File: src/rtl/gmii_tx_pkg.sv
// Shared definitions for the GMII transmit path.
//
// Contents:
//   PREAMBLE_BYTE, SFD_BYTE   - bytes sent ahead of every frame
//   CRC_INIT, CRC_POLY_REFL   - IEEE 802.3 CRC-32 (reflected form)
//   MIN_FRAME                 - minimum frame length before FCS (DA..payload+pad)
//   gmii_tx_state_e           - framer FSM states
//
// Build option: GMII_TX_PAD_EN adds the PAD state used for short-frame padding.
package gmii_tx_pkg;

    localparam logic [7:0]  PREAMBLE_BYTE = 8'h55;
    localparam logic [7:0]  SFD_BYTE      = 8'hD5;
    localparam logic [31:0] CRC_INIT      = 32'hFFFF_FFFF;
    localparam logic [31:0] CRC_POLY_REFL = 32'hEDB8_8320;
    localparam logic [10:0] MIN_FRAME     = 11'd60;

    typedef enum logic [2:0] {
        ST_IDLE,
        ST_PRE,
        ST_DATA,
`ifdef GMII_TX_PAD_EN
        ST_PAD,
`endif
        ST_FCS,
        ST_IFG
    } gmii_tx_state_e;

endpackage

File: src/rtl/crc32_d8.sv
// Combinational 8-bit-parallel CRC-32 next-state function (reflected,
// polynomial 0xEDB88320). Data bits are consumed LSB first, matching the
// order Ethernet puts bits on the wire. Shared with the RX FCS checker.
//
// Ports:
//   crc      in  32  current CRC register
//   data     in  8   byte to fold in
//   crc_next out 32  CRC register after the byte
module crc32_d8
    import gmii_tx_pkg::*;
(
    input  logic [31:0] crc,
    input  logic [7:0]  data,
    output logic [31:0] crc_next
);

    logic [31:0] c;

    always_comb begin
        c = crc;
        for (int i = 0; i < 8; i++) begin
            if (c[0] ^ data[i]) begin
                c = (c >> 1) ^ CRC_POLY_REFL;
            end else begin
                c = c >> 1;
            end
        end
        crc_next = c;
    end

endmodule

File: src/rtl/gmii_tx_framer.sv
// Transmit-side Ethernet framer feeding the GMII TX inputs of the PCS/PMA.
// Takes raw frame bytes (DA..payload) and puts preamble, SFD, payload,
// optional zero padding, FCS and inter-frame gap on GMII, one byte per clock.
//
// Build option: GMII_TX_PAD_EN - when defined, frames shorter than 60 bytes
// are zero-padded to 60 before the FCS; when undefined the upstream block
// guarantees the minimum length and FCS follows the last byte directly.
//
// Parameters:
//   IFG_BYTES  idle cycles after the last FCS byte (12..255)
//   PRE_BYTES  number of 0x55 preamble bytes before the SFD
//   CNT_W      width of the saturating frame / underrun counters
//
// Ports:
//   GMII_CLK      in   125 MHz clock
//   RESET_IN      in   synchronous active-high reset
//   TX_DATA       in   frame byte
//   TX_VALID      in   TX_DATA valid
//   TX_LAST       in   last byte of the frame (qualified by TX_VALID)
//   TX_READY      out  byte accepted when TX_VALID && TX_READY
//   GMII_TXD      out  registered GMII data
//   GMII_TX_EN    out  registered GMII enable
//   GMII_TX_ER    out  registered GMII error
//   TX_BUSY       out  high whenever the FSM is not IDLE
//   FRAME_CNT     out  frames completed with FCS
//   UNDERRUN_CNT  out  frames aborted by underrun
//
// Handshake: a byte transfers on a rising edge where TX_VALID and TX_READY
// are both high. TX_READY depends only on the FSM state (high only in DATA),
// never on TX_VALID. Once a frame has started, TX_VALID low in DATA is an
// underrun, not a stall.
module gmii_tx_framer
    import gmii_tx_pkg::*;
#(
    parameter int IFG_BYTES = 12,
    parameter int PRE_BYTES = 7,
    parameter int CNT_W     = 16
) (
    input  logic             GMII_CLK,
    input  logic             RESET_IN,
    input  logic [7:0]       TX_DATA,
    input  logic             TX_VALID,
    input  logic             TX_LAST,
    output logic             TX_READY,
    output logic [7:0]       GMII_TXD,
    output logic             GMII_TX_EN,
    output logic             GMII_TX_ER,
    output logic             TX_BUSY,
    output logic [CNT_W-1:0] FRAME_CNT,
    output logic [CNT_W-1:0] UNDERRUN_CNT
);

    localparam logic [7:0]       IFG_LAST = 8'(IFG_BYTES);
    localparam logic [7:0]       PRE_LAST = 8'(PRE_BYTES);
    localparam logic [10:0]      BYTE_MAX = '1;
    localparam logic [CNT_W-1:0] CNT_MAX  = '1;

    gmii_tx_state_e   state_q, state_d;
    logic [10:0]      byte_cnt_q, byte_cnt_d;
    // Shared step counter: preamble bytes in PRE, FCS byte index in FCS,
    // gap cycles in IFG. Only one of those is live at a time.
    logic [7:0]       step_cnt_q, step_cnt_d;
    logic [31:0]      crc_q, crc_d;
    logic [7:0]       txd_q, txd_d;
    logic             tx_en_q, tx_en_d;
    logic             tx_er_q, tx_er_d;
    logic [CNT_W-1:0] frame_cnt_q, frame_cnt_d;
    logic [CNT_W-1:0] underrun_cnt_q, underrun_cnt_d;

    logic [7:0]       crc_in;
    logic [31:0]      crc_next;
    logic [31:0]      fcs_word;
    logic [10:0]      byte_cnt_inc;

    // Pad bytes are zero; only DATA feeds real bytes into the CRC.
    assign crc_in       = (state_q == ST_DATA) ? TX_DATA : 8'h00;
    assign fcs_word     = ~crc_q;
    assign byte_cnt_inc = (byte_cnt_q == BYTE_MAX) ? byte_cnt_q : byte_cnt_q + 11'd1;

    crc32_d8 u_crc32_d8 (
        .crc      (crc_q),
        .data     (crc_in),
        .crc_next (crc_next)
    );

    always_comb begin
        state_d        = state_q;
        byte_cnt_d     = byte_cnt_q;
        step_cnt_d     = step_cnt_q;
        crc_d          = crc_q;
        txd_d          = 8'h00;
        tx_en_d        = 1'b0;
        tx_er_d        = 1'b0;
        frame_cnt_d    = frame_cnt_q;
        underrun_cnt_d = underrun_cnt_q;

        case (state_q)
            ST_IDLE: begin
                if (TX_VALID) begin
                    // First preamble byte is issued here, so PRE counts from 1.
                    state_d    = ST_PRE;
                    step_cnt_d = 8'd1;
                    byte_cnt_d = 11'd0;
                    crc_d      = CRC_INIT;
                    txd_d      = PREAMBLE_BYTE;
                    tx_en_d    = 1'b1;
                end
            end

            ST_PRE: begin
                tx_en_d = 1'b1;
                if (step_cnt_q < PRE_LAST) begin
                    txd_d      = PREAMBLE_BYTE;
                    step_cnt_d = step_cnt_q + 8'd1;
                end else begin
                    // SFD goes out while DATA (and TX_READY) is already active,
                    // so the first data byte lands right behind it.
                    txd_d   = SFD_BYTE;
                    state_d = ST_DATA;
                end
            end

            ST_DATA: begin
                tx_en_d = 1'b1;
                if (TX_VALID) begin
                    txd_d      = TX_DATA;
                    crc_d      = crc_next;
                    byte_cnt_d = byte_cnt_inc;
                    if (TX_LAST) begin
                        state_d    = ST_FCS;
                        step_cnt_d = 8'd0;
`ifdef GMII_TX_PAD_EN
                        if (byte_cnt_inc < MIN_FRAME) begin
                            state_d = ST_PAD;
                        end
`endif
                    end
                end else begin
                    // Underrun: one errored byte tells the far end to drop it.
                    txd_d          = 8'h00;
                    tx_er_d        = 1'b1;
                    state_d        = ST_IFG;
                    step_cnt_d     = 8'd0;
                    underrun_cnt_d = (underrun_cnt_q == CNT_MAX) ? underrun_cnt_q
                                                                 : underrun_cnt_q + CNT_W'(1);
                end
            end

`ifdef GMII_TX_PAD_EN
            ST_PAD: begin
                tx_en_d    = 1'b1;
                txd_d      = 8'h00;
                crc_d      = crc_next;
                byte_cnt_d = byte_cnt_inc;
                if (byte_cnt_inc >= MIN_FRAME) begin
                    state_d    = ST_FCS;
                    step_cnt_d = 8'd0;
                end
            end
`endif

            ST_FCS: begin
                tx_en_d = 1'b1;
                case (step_cnt_q[1:0])
                    2'd0:    txd_d = fcs_word[7:0];
                    2'd1:    txd_d = fcs_word[15:8];
                    2'd2:    txd_d = fcs_word[23:16];
                    default: txd_d = fcs_word[31:24];
                endcase
                if (step_cnt_q[1:0] == 2'd3) begin
                    state_d     = ST_IFG;
                    step_cnt_d  = 8'd0;
                    frame_cnt_d = (frame_cnt_q == CNT_MAX) ? frame_cnt_q
                                                           : frame_cnt_q + CNT_W'(1);
                end else begin
                    step_cnt_d = step_cnt_q + 8'd1;
                end
            end

            ST_IFG: begin
                // Entered while the last byte is still on the wire, so the
                // state lasts IFG_BYTES+1 cycles to give IFG_BYTES idle
                // output cycles before IDLE.
                if (step_cnt_q == IFG_LAST) begin
                    state_d = ST_IDLE;
                end else begin
                    step_cnt_d = step_cnt_q + 8'd1;
                end
            end

            default: begin
                state_d = ST_IDLE;
            end
        endcase
    end

    always_ff @(posedge GMII_CLK) begin
        if (RESET_IN) begin
            state_q        <= ST_IDLE;
            byte_cnt_q     <= 11'd0;
            step_cnt_q     <= 8'd0;
            crc_q          <= CRC_INIT;
            txd_q          <= 8'h00;
            tx_en_q        <= 1'b0;
            tx_er_q        <= 1'b0;
            frame_cnt_q    <= '0;
            underrun_cnt_q <= '0;
        end else begin
            state_q        <= state_d;
            byte_cnt_q     <= byte_cnt_d;
            step_cnt_q     <= step_cnt_d;
            crc_q          <= crc_d;
            txd_q          <= txd_d;
            tx_en_q        <= tx_en_d;
            tx_er_q        <= tx_er_d;
            frame_cnt_q    <= frame_cnt_d;
            underrun_cnt_q <= underrun_cnt_d;
        end
    end

    assign TX_READY     = (state_q == ST_DATA);
    assign TX_BUSY      = (state_q != ST_IDLE);
    assign GMII_TXD     = txd_q;
    assign GMII_TX_EN   = tx_en_q;
    assign GMII_TX_ER   = tx_er_q;
    assign FRAME_CNT    = frame_cnt_q;
    assign UNDERRUN_CNT = underrun_cnt_q;

endmodule

File: config.mk
export PLATFORM = sky130hd
export DESIGN_NAME = gmii_tx_framer
export DESIGN_NICKNAME = d
export VERILOG_FILES = /design/src/rtl/gmii_tx_pkg.sv /design/src/rtl/crc32_d8.sv /design/src/rtl/gmii_tx_framer.sv
export SDC_FILE = /design/constraint.sdc
export NUM_CORES = 1
export LEC_CHECK = 0
export BUFFER_PORTS_ARGS = -buffer_cell sky130_fd_sc_hd__buf_2
export CAP_MARGIN = 5
export CORE_MARGIN = 2
export CORE_UTILIZATION = 40
export DETAILED_ROUTE_END_ITERATION = 8
export SETUP_SLACK_MARGIN = 0.4
export SLEW_MARGIN = 20
export SYNTH_ARGS = -nofsm -noshare
export SYNTH_HDL_FRONTEND = slang
export SYNTH_HIERARCHICAL = 1
export SYNTH_SLANG_ARGS = --single-unit
File: constraint.sdc
create_clock -name GMII_CLK -period 6.9 [get_ports GMII_CLK]
set_input_delay 1.38 -clock GMII_CLK [delete_from_list [all_inputs] [get_ports GMII_CLK]]
set_output_delay 1.38 -clock GMII_CLK [all_outputs]
set_load 0.01 [all_outputs]
==> results by group, run 1 <==
GRT
  • First-pass GRT wire length: ~22 mm
  • Gr ovfl total: 0
  • Gr usage total: between 20% and 30%
  • Number of global-route vias before repair: ~4300
  • Largest net degree at the start of global routing: just over 50
  • Initial antenna violation count: 0

Detailed routing
  • Vias/cell: 5.76
  • Iter 0 DRT Violations: between 400 and 500
  • First-pass DRT Iterations: 5
  • DRT Wirelength: 13.1 mm
  • Vias: around 4600
  • DRC viols: 0
  • Wire length per cell: approximately 17 um
  • Post-DRT Antenna Nets: 0

Clocking
  • Post-CTS setup buffers: 0
  • Total CTS buffers: 9
  • CTS H-tree depth: 3
  • Post-cts hold buffer count: 0
  • CTS Buffer Depth: 2
  • Clock Sinks: between 80 and 90
  • TritonCTS clock tree: yes
  • Worst-path clk slew: around 0.06 ns
  • Clk_lat worst skew: 0.34 ns
  • Root buffer cell: clkbuf_16
  • Post-cts gate resize count: 0

Timing
  • Fin. Hold Viols: 0
  • RSZ-0062 raised after global routing: false
  • Total negative slack: 0 ns
  • Final worst path period share: about half
  • Fmax: 280 MHz
  • Slew @ Worst Pin: ~0.95 ns
  • Setup WS post-layout: about 3.3 ns
  • Skew final: ~0.0052 ns
  • Final Max Tran Viols: 0
  • Finish-stage setup viols: 0
  • Final hold slack: 0.505 ns
  • Crit path time final: about 3.6 ns
  • Slew margin rel.: between 30 and 40%

Finish
  • Area grow syn2layout: 13.3%
  • Commonest non-fill, non-tap cells in the layout: dfxtp_1 (85), nand2_1 (74), buf_2 (55), xnor2_1 (43), o22ai_1 (40)
  • Fin nets: between 600 and 700
  • # diodes: 0
  • Commonest non-fill, non-tap cell in the layout: dfxtp_1
  • Post-Route Utilization: between 40% and 50%
  • Share of cells above drive strength 1: approximately 15%
  • Post-route cell area: around 0.0057 mm2
  • Non-Filler Instances: around 790

Power and ir drop
  • Overall power: approximately 2.0 mW
  • Power Density: between 300 and 400 mW/mm2
  • Maximum vdd drop: 0.179 mV
  • Leakage: ~2.1 nW

Synth
  • Post-synth EDFFs: 0
  • Syn Area/Cell: approximately 8.6 um2
  • Main combinational cell family by area after synthesis: simple AND/OR/NAND/NOR gates
  • Cells after Synth: between 500 and 600
  • Synth Net Count: roughly 600
  • Post-synthesis sequential area ratio: between 30% and 40%
  • Synthesis Warnings: 6
  • Fraction of the mapped netlist area in simple logic gates: 22.7%
  • Top_reg_cell synth: dfxtp_1
  • Mux contribution to synthesized area: 2.59%
  • Mapped cell area: 0.00502 mm2
  • Synth async-reset ratio: 0%
  • Post-synthesis sequential element count: 85
  • Synth cell types: 64
  • Synth Area in Compound Gates: 19.4%
  • Xor/xnor share of the synthesized area: between 10% and 20%
  • Area share of fa/ha/maj cells after synthesis: 2.19%

Floorplanning
  • # IOs: 56
  • Die Area: about 0.013 mm2
  • Core area: 0.0121 mm2
  • Die Y: between 100 and 150 um
  • Horiz. Die Dim: roughly 120 um
  • Row count: 40
  • Starting density of the core: roughly two fifths

Placement
  • Post-DP Area: 0.00540 mm2
  • DPL Wire Length: roughly 9.2 mm
  • PortBufs: 55
  • Post-Place Cells: 776
  • Worst slack, placed: ~3.4 ns
  • Gpl congestion: about 0.83

Critical path
  • CP Max Fanout: 18
  • CP Capture Type: flop
  • Bufs and invs on worst path: 0
  • CP dominant cell by count: xor2_2
  • Type of element launching the critical path: flop
  • Sequence of cells on the critical path: nor3b_1 -> and2_1 -> xor2_2 -> xor2_2 -> xnor3_1 -> xor3_1 -> o22ai_1 -> nand2_1
  • Worst Setup Path Type: reg2reg
  • Crit-path slowest cell: nor3b_1
  • Top delay family on crit path: XOR/XNOR gates
  • FF-to-FF Start: state_q[1]
  • Worst R2R Path Depth: 8
  • FF-to-FF setup slack: 3.32 ns
  • Worst setup endpoint: crc_q[23]
  • CP startpoint: state_q[1]
  • Critical Path Stages: 8
  • RR Endpoint: crc_q[23]
  • WP data required: a little over 7 ns
  • Crit-path max cell delay: 0.82 ns
  • WP data arrival: approximately 3.8 ns

Status
  • Status: complete, no violations

Hold path
  • Hold Crit Class: reg2reg

Job
  • Max_cap viols: 0
[area by class of cell]
cell class                      count  area [um2]
Clock buffer                       12         267
Clock inverter                      3        20.0
Fill cell                        1228        6420
Inverter                           12        45.0
Multi-Input combinational cell    452        3140
Sequential cell                    85        1700
Tap cell                          168         210
Timing Repair Buffer               59         305
[state kept, by name, summed over array words and instances (netlist names)]
name and count:
crc_q 32, FRAME_CNT 16, UNDERRUN_CNT 16, GMII_TXD 8, step_cnt_q 8, state_q 3
GMII_TX_EN 1, GMII_TX_ER 1
[layer usage]
layer | track usage [%] | routed length, um | share of wire [%]
met5 | 0 | 0 | 0
met4 | 5.79 | 170 | 1.3
met3 | 3.77 | 597 | 4.6
met2 | 32.0 | 5990 | 46
met1 | 27.9 | 6350 | 48
[worst min-delay path: stages (launching register included)]
cell and delay (ns):
dfxtp_1 0.33, nand2_1 0.06, o32ai_1 0.07
[kinds of logic after synthesis]
group	count (synthesis)
AND/OR/NAND/NOR	216
AO/OA/AOI/OAI	144
flip-flops	85
XOR/XNOR	71
buffers and inverters	45
multiplexers	12
adder cells (fa/ha/maj)	9
[cell usage after synthesis (10+ instances only)]
cell type / number / share of area [%]
o22ai_1: 40 / 5.0
and2_1: 12 / 1.5
o311ai_0: 12 / 2.1
xor2_1: 13 / 2.3
xnor2_1: 43 / 7.5
o21ai_0: 10 / 1.0
clkbuf_1: 27 / 2.0
o41ai_1: 10 / 1.7
nor2b_1: 21 / 2.6
nand3_1: 14 / 1.4
a21oi_1: 34 / 3.4
nand2_1: 75 / 5.6
inv_1: 11 / 0.82
nand4_1: 13 / 1.6
or4_1: 15 / 2.2
dfxtp_1: 85 / 34
nor2_1: 24 / 1.8
o31ai_1: 10 / 1.5
[report_power, final]
part	switching, mW	internal, mW	leakage (nW)
sequential	0.0833	0.547	0.690
combinational	0.471	0.411	1.23
clock	0.196	0.271	0.137
[how the worst min path moves through the flow]
stage	start	to	slack, ns	depth (start not counted)
after floorplan	step_cnt_q[7]	step_cnt_q[7]	0.47	2
after global placement	step_cnt_q[7]	step_cnt_q[7]	0.49	2
after detailed placement	step_cnt_q[7]	step_cnt_q[7]	0.49	2
after CTS	step_cnt_q[7]	step_cnt_q[7]	0.51	2
after global routing	step_cnt_q[7]	step_cnt_q[7]	0.54	2
final	step_cnt_q[7]	step_cnt_q[7]	0.50	2
(Power assumes the default switching activity.)
==> inputs of run 2 (changes only) <==
ABC_AREA = 1   (was unset)
clock period = 3.7 ns   (was 6.9 ns; I/O delays follow)
==> results by group, run 2 <==
Finish
  • Commonest non-fill, non-tap cells in the layout: nand2_1 (248), dfxtp_1 (85), inv_1 (84), nor2_1 (64), a21oi_1 (63)
  • Max reg flops: 32
  • Reg with most FFs: crc_q
  • Post-route cell area: roughly 0.0063 mm2
  • Share of cells above drive strength 1: between 15 and 20%
  • # diodes: 0
  • Fin nets: between 800 and 900
  • Non-Filler Instances: 1057
  • Commonest non-fill, non-tap cell in the layout: nand2_1
  • Area grow syn2layout: 12.5%

Placement
  • PortBufs: between 50 and 60
  • DPL Wire Length: 10.1 mm
  • Post-DP Area: slightly below 0.006 mm2
  • Gpl congestion: just under 0.9
  • Post-Place Cells: roughly 1000
  • Worst slack, placed: between 1 and 1.5 ns

Timing
  • Total negative slack: 0 ns
  • Slew margin rel.: a little over two fifths
  • Crit path time final: around 2.5 ns
  • Finish-stage setup viols: 0
  • Setup WS post-layout: about 1.2 ns
  • Final hold slack: roughly 0.50 ns
  • Fmax: 395 MHz
  • RSZ-0062 raised after global routing: false
  • Slew @ Worst Pin: roughly 0.87 ns
  • Skew final: around 0.014 ns
  • Final Max Tran Viols: 0
  • Final worst path period share: about 68%
  • Fin. Hold Viols: 0

Synth
  • Syn Area/Cell: just under 7 um2
  • Synth cell types: 40
  • Mapped cell area: 0.00557 mm2
  • Synthesis Warnings: 6
  • Post-synth EDFFs: 0
  • Synth async-reset ratio: 0%
  • Post-synthesis sequential area ratio: 30.5%
  • Largest cells by area after synthesis: dfxtp_1 (31%), nand2_1 (17%), xor2_1 (7.7%)
  • Commonest cells in the netlist: nand2_1 (248), dfxtp_1 (85), inv_1 (84)
  • Cells after Synth: 827
  • Synth top area share: between 30% and 40%
  • Top_reg_cell synth: dfxtp_1
  • Post-synthesis sequential element count: 85
  • Most frequent cell after synthesis: nand2_1
  • Area leader, netlist: dfxtp_1
  • Synth Net Count: 847

Clocking
  • CTS H-tree depth: 3
  • Post-CTS setup buffers: 0
  • TritonCTS clock tree: yes
  • Post-cts hold buffer count: 0
  • Clock Sinks: 85
  • Worst-path clk slew: roughly 0.06 ns
  • Post-cts gate resize count: 0
  • Total CTS buffers: 9
  • Clk_lat worst skew: 0.35 ns
  • CTS Buffer Depth: 2
  • Root buffer cell: clkbuf_16

Detailed routing
  • First-pass DRT Iterations: 5
  • Wire length per cell: between 10 and 15 um
  • Iter 0 DRT Violations: ~400
  • Post-DRT Antenna Nets: 0
  • Vias: approximately 5300
  • Vias/cell: 4.97
  • DRT Wirelength: 14.5 mm
  • DRC viols: 0

Floorplanning
  • Starting density of the core: between 40% and 50%
  • Horiz. Die Dim: about 120 um
  • Die Y: 122 um
  • Die Area: around 0.015 mm2
  • Core area: 0.0137 mm2
  • Row count: 43
  • # IOs: 56

Critical path
  • CP Max Fanout: 37
  • Worst setup endpoint: crc_q[31]
  • RR Endpoint: crc_q[31]
  • Worst Setup Path Type: reg2reg
  • Sequence of cells on the critical path: inv_2 -> nor2_4 -> nand2_4 -> nor2_4 -> inv_2 -> nand2_2 -> o21ai_0 -> nand3_1
  • WP data required: roughly 4.0 ns
  • WP data arrival: about 2.8 ns
  • Crit-path max cell delay: approximately 0.64 ns
  • Top delay family on crit path: simple AND/OR/NAND/NOR gates
  • CP startpoint: state_q[1]
  • Critical Path Stages: 8
  • FF-to-FF setup slack: about 1.2 ns
  • CP Capture Type: flop
  • FF-to-FF Start: state_q[1]
  • Type of element launching the critical path: flop
  • Crit-path slowest cell: nand2_2
  • Bufs and invs on worst path: 2
  • Worst R2R Path Depth: 8

GRT
  • Gr usage total: 19.4%
  • First-pass GRT wire length: 22.7 mm
  • Initial antenna violation count: 0
  • Largest net degree at the start of global routing: 47
  • Gr ovfl total: 0
  • Number of global-route vias before repair: 4522

Status
  • Status: complete, no violations

Hold path
  • Hold Crit Class: reg2reg

Power and ir drop
  • Leakage: 2.82 nW
  • Maximum vdd drop: approximately 0.24 mV
  • Power Density: 710 mW/mm2

Job
  • Max_cap viols: 0
## run 2: logic make-up (layout without fill, tap and decap cells)
group                      Yosys count  after routing  share of synthesized area [%]
xor gates and xnor gates            71             71                           12.1
buffers and inverters              120            170                           8.73
and+or+nand+nor                    417            417                           34.0
adders and majority gates            8              8                           1.80
AOI/OAI and AO/OA                  126            126                           12.9
DFF                                 85             85                           30.5
## run 2: power breakdown
| part | switching, mW | internal (mW) |
|---|---|---|
| clock network | 0.386 | 0.558 |
| logic | 1.54 | 0.813 |
| registers | 0.121 | 1.04 |
| total | 2.04 | 2.41 |
## run 2: area by class of cell
type                       count  area [um2]
clock buffer                  12         256
clock inverter                 3        43.8
fill                        1435        7450
inverter                      99         373
multi-input combinational    622        3380
sequential                    85        1700
tap                          180         225
timing repair buffer          56         283
## run 2: worst min path at each step
| stage | from | cells after the start | slack [ns] | to |
|---|---|---|---|---|
| 6_report | FRAME_CNT[15] | 2 | 0.50 | FRAME_CNT[15] |
| 5_1_grt | crc_q[10] | 2 | 0.52 | crc_q[10] |
| 2_1_floorplan | crc_q[10] | 2 | 0.47 | crc_q[10] |
| 4_1_cts | crc_q[10] | 2 | 0.50 | crc_q[10] |
| 3_3_place_gp | FRAME_CNT[15] | 2 | 0.48 | FRAME_CNT[15] |
| 3_5_place_dp | FRAME_CNT[15] | 2 | 0.49 | FRAME_CNT[15] |
## run 2: tightest hold or removal path, delay by kind of cell (launching register included)
kind	cells	cell delay, ns
compound gates	1	0.06
flops	1	0.33
simple gates	1	0.07
## run 2: metal layers
metal / global-route usage [%] / wire (um) / vias to the layer above
li1: - / - / 2734
met1: 26.9 / 7160 / 2394
met2: 30.1 / 6450 / 109
met3: 3.75 / 626 / 16
met4: 6.47 / 243 / 0
met5: 0 / 0 / -
## run 2: metrics by stage
step	total power [mW]	util [%]
6_report	4.45	45.7
4_1_cts	4.47	45.7
3_3_place_gp	3.51	43.5
5_1_grt	4.75	45.7
2_1_floorplan	3.00	-
3_5_place_dp	3.50	43.5
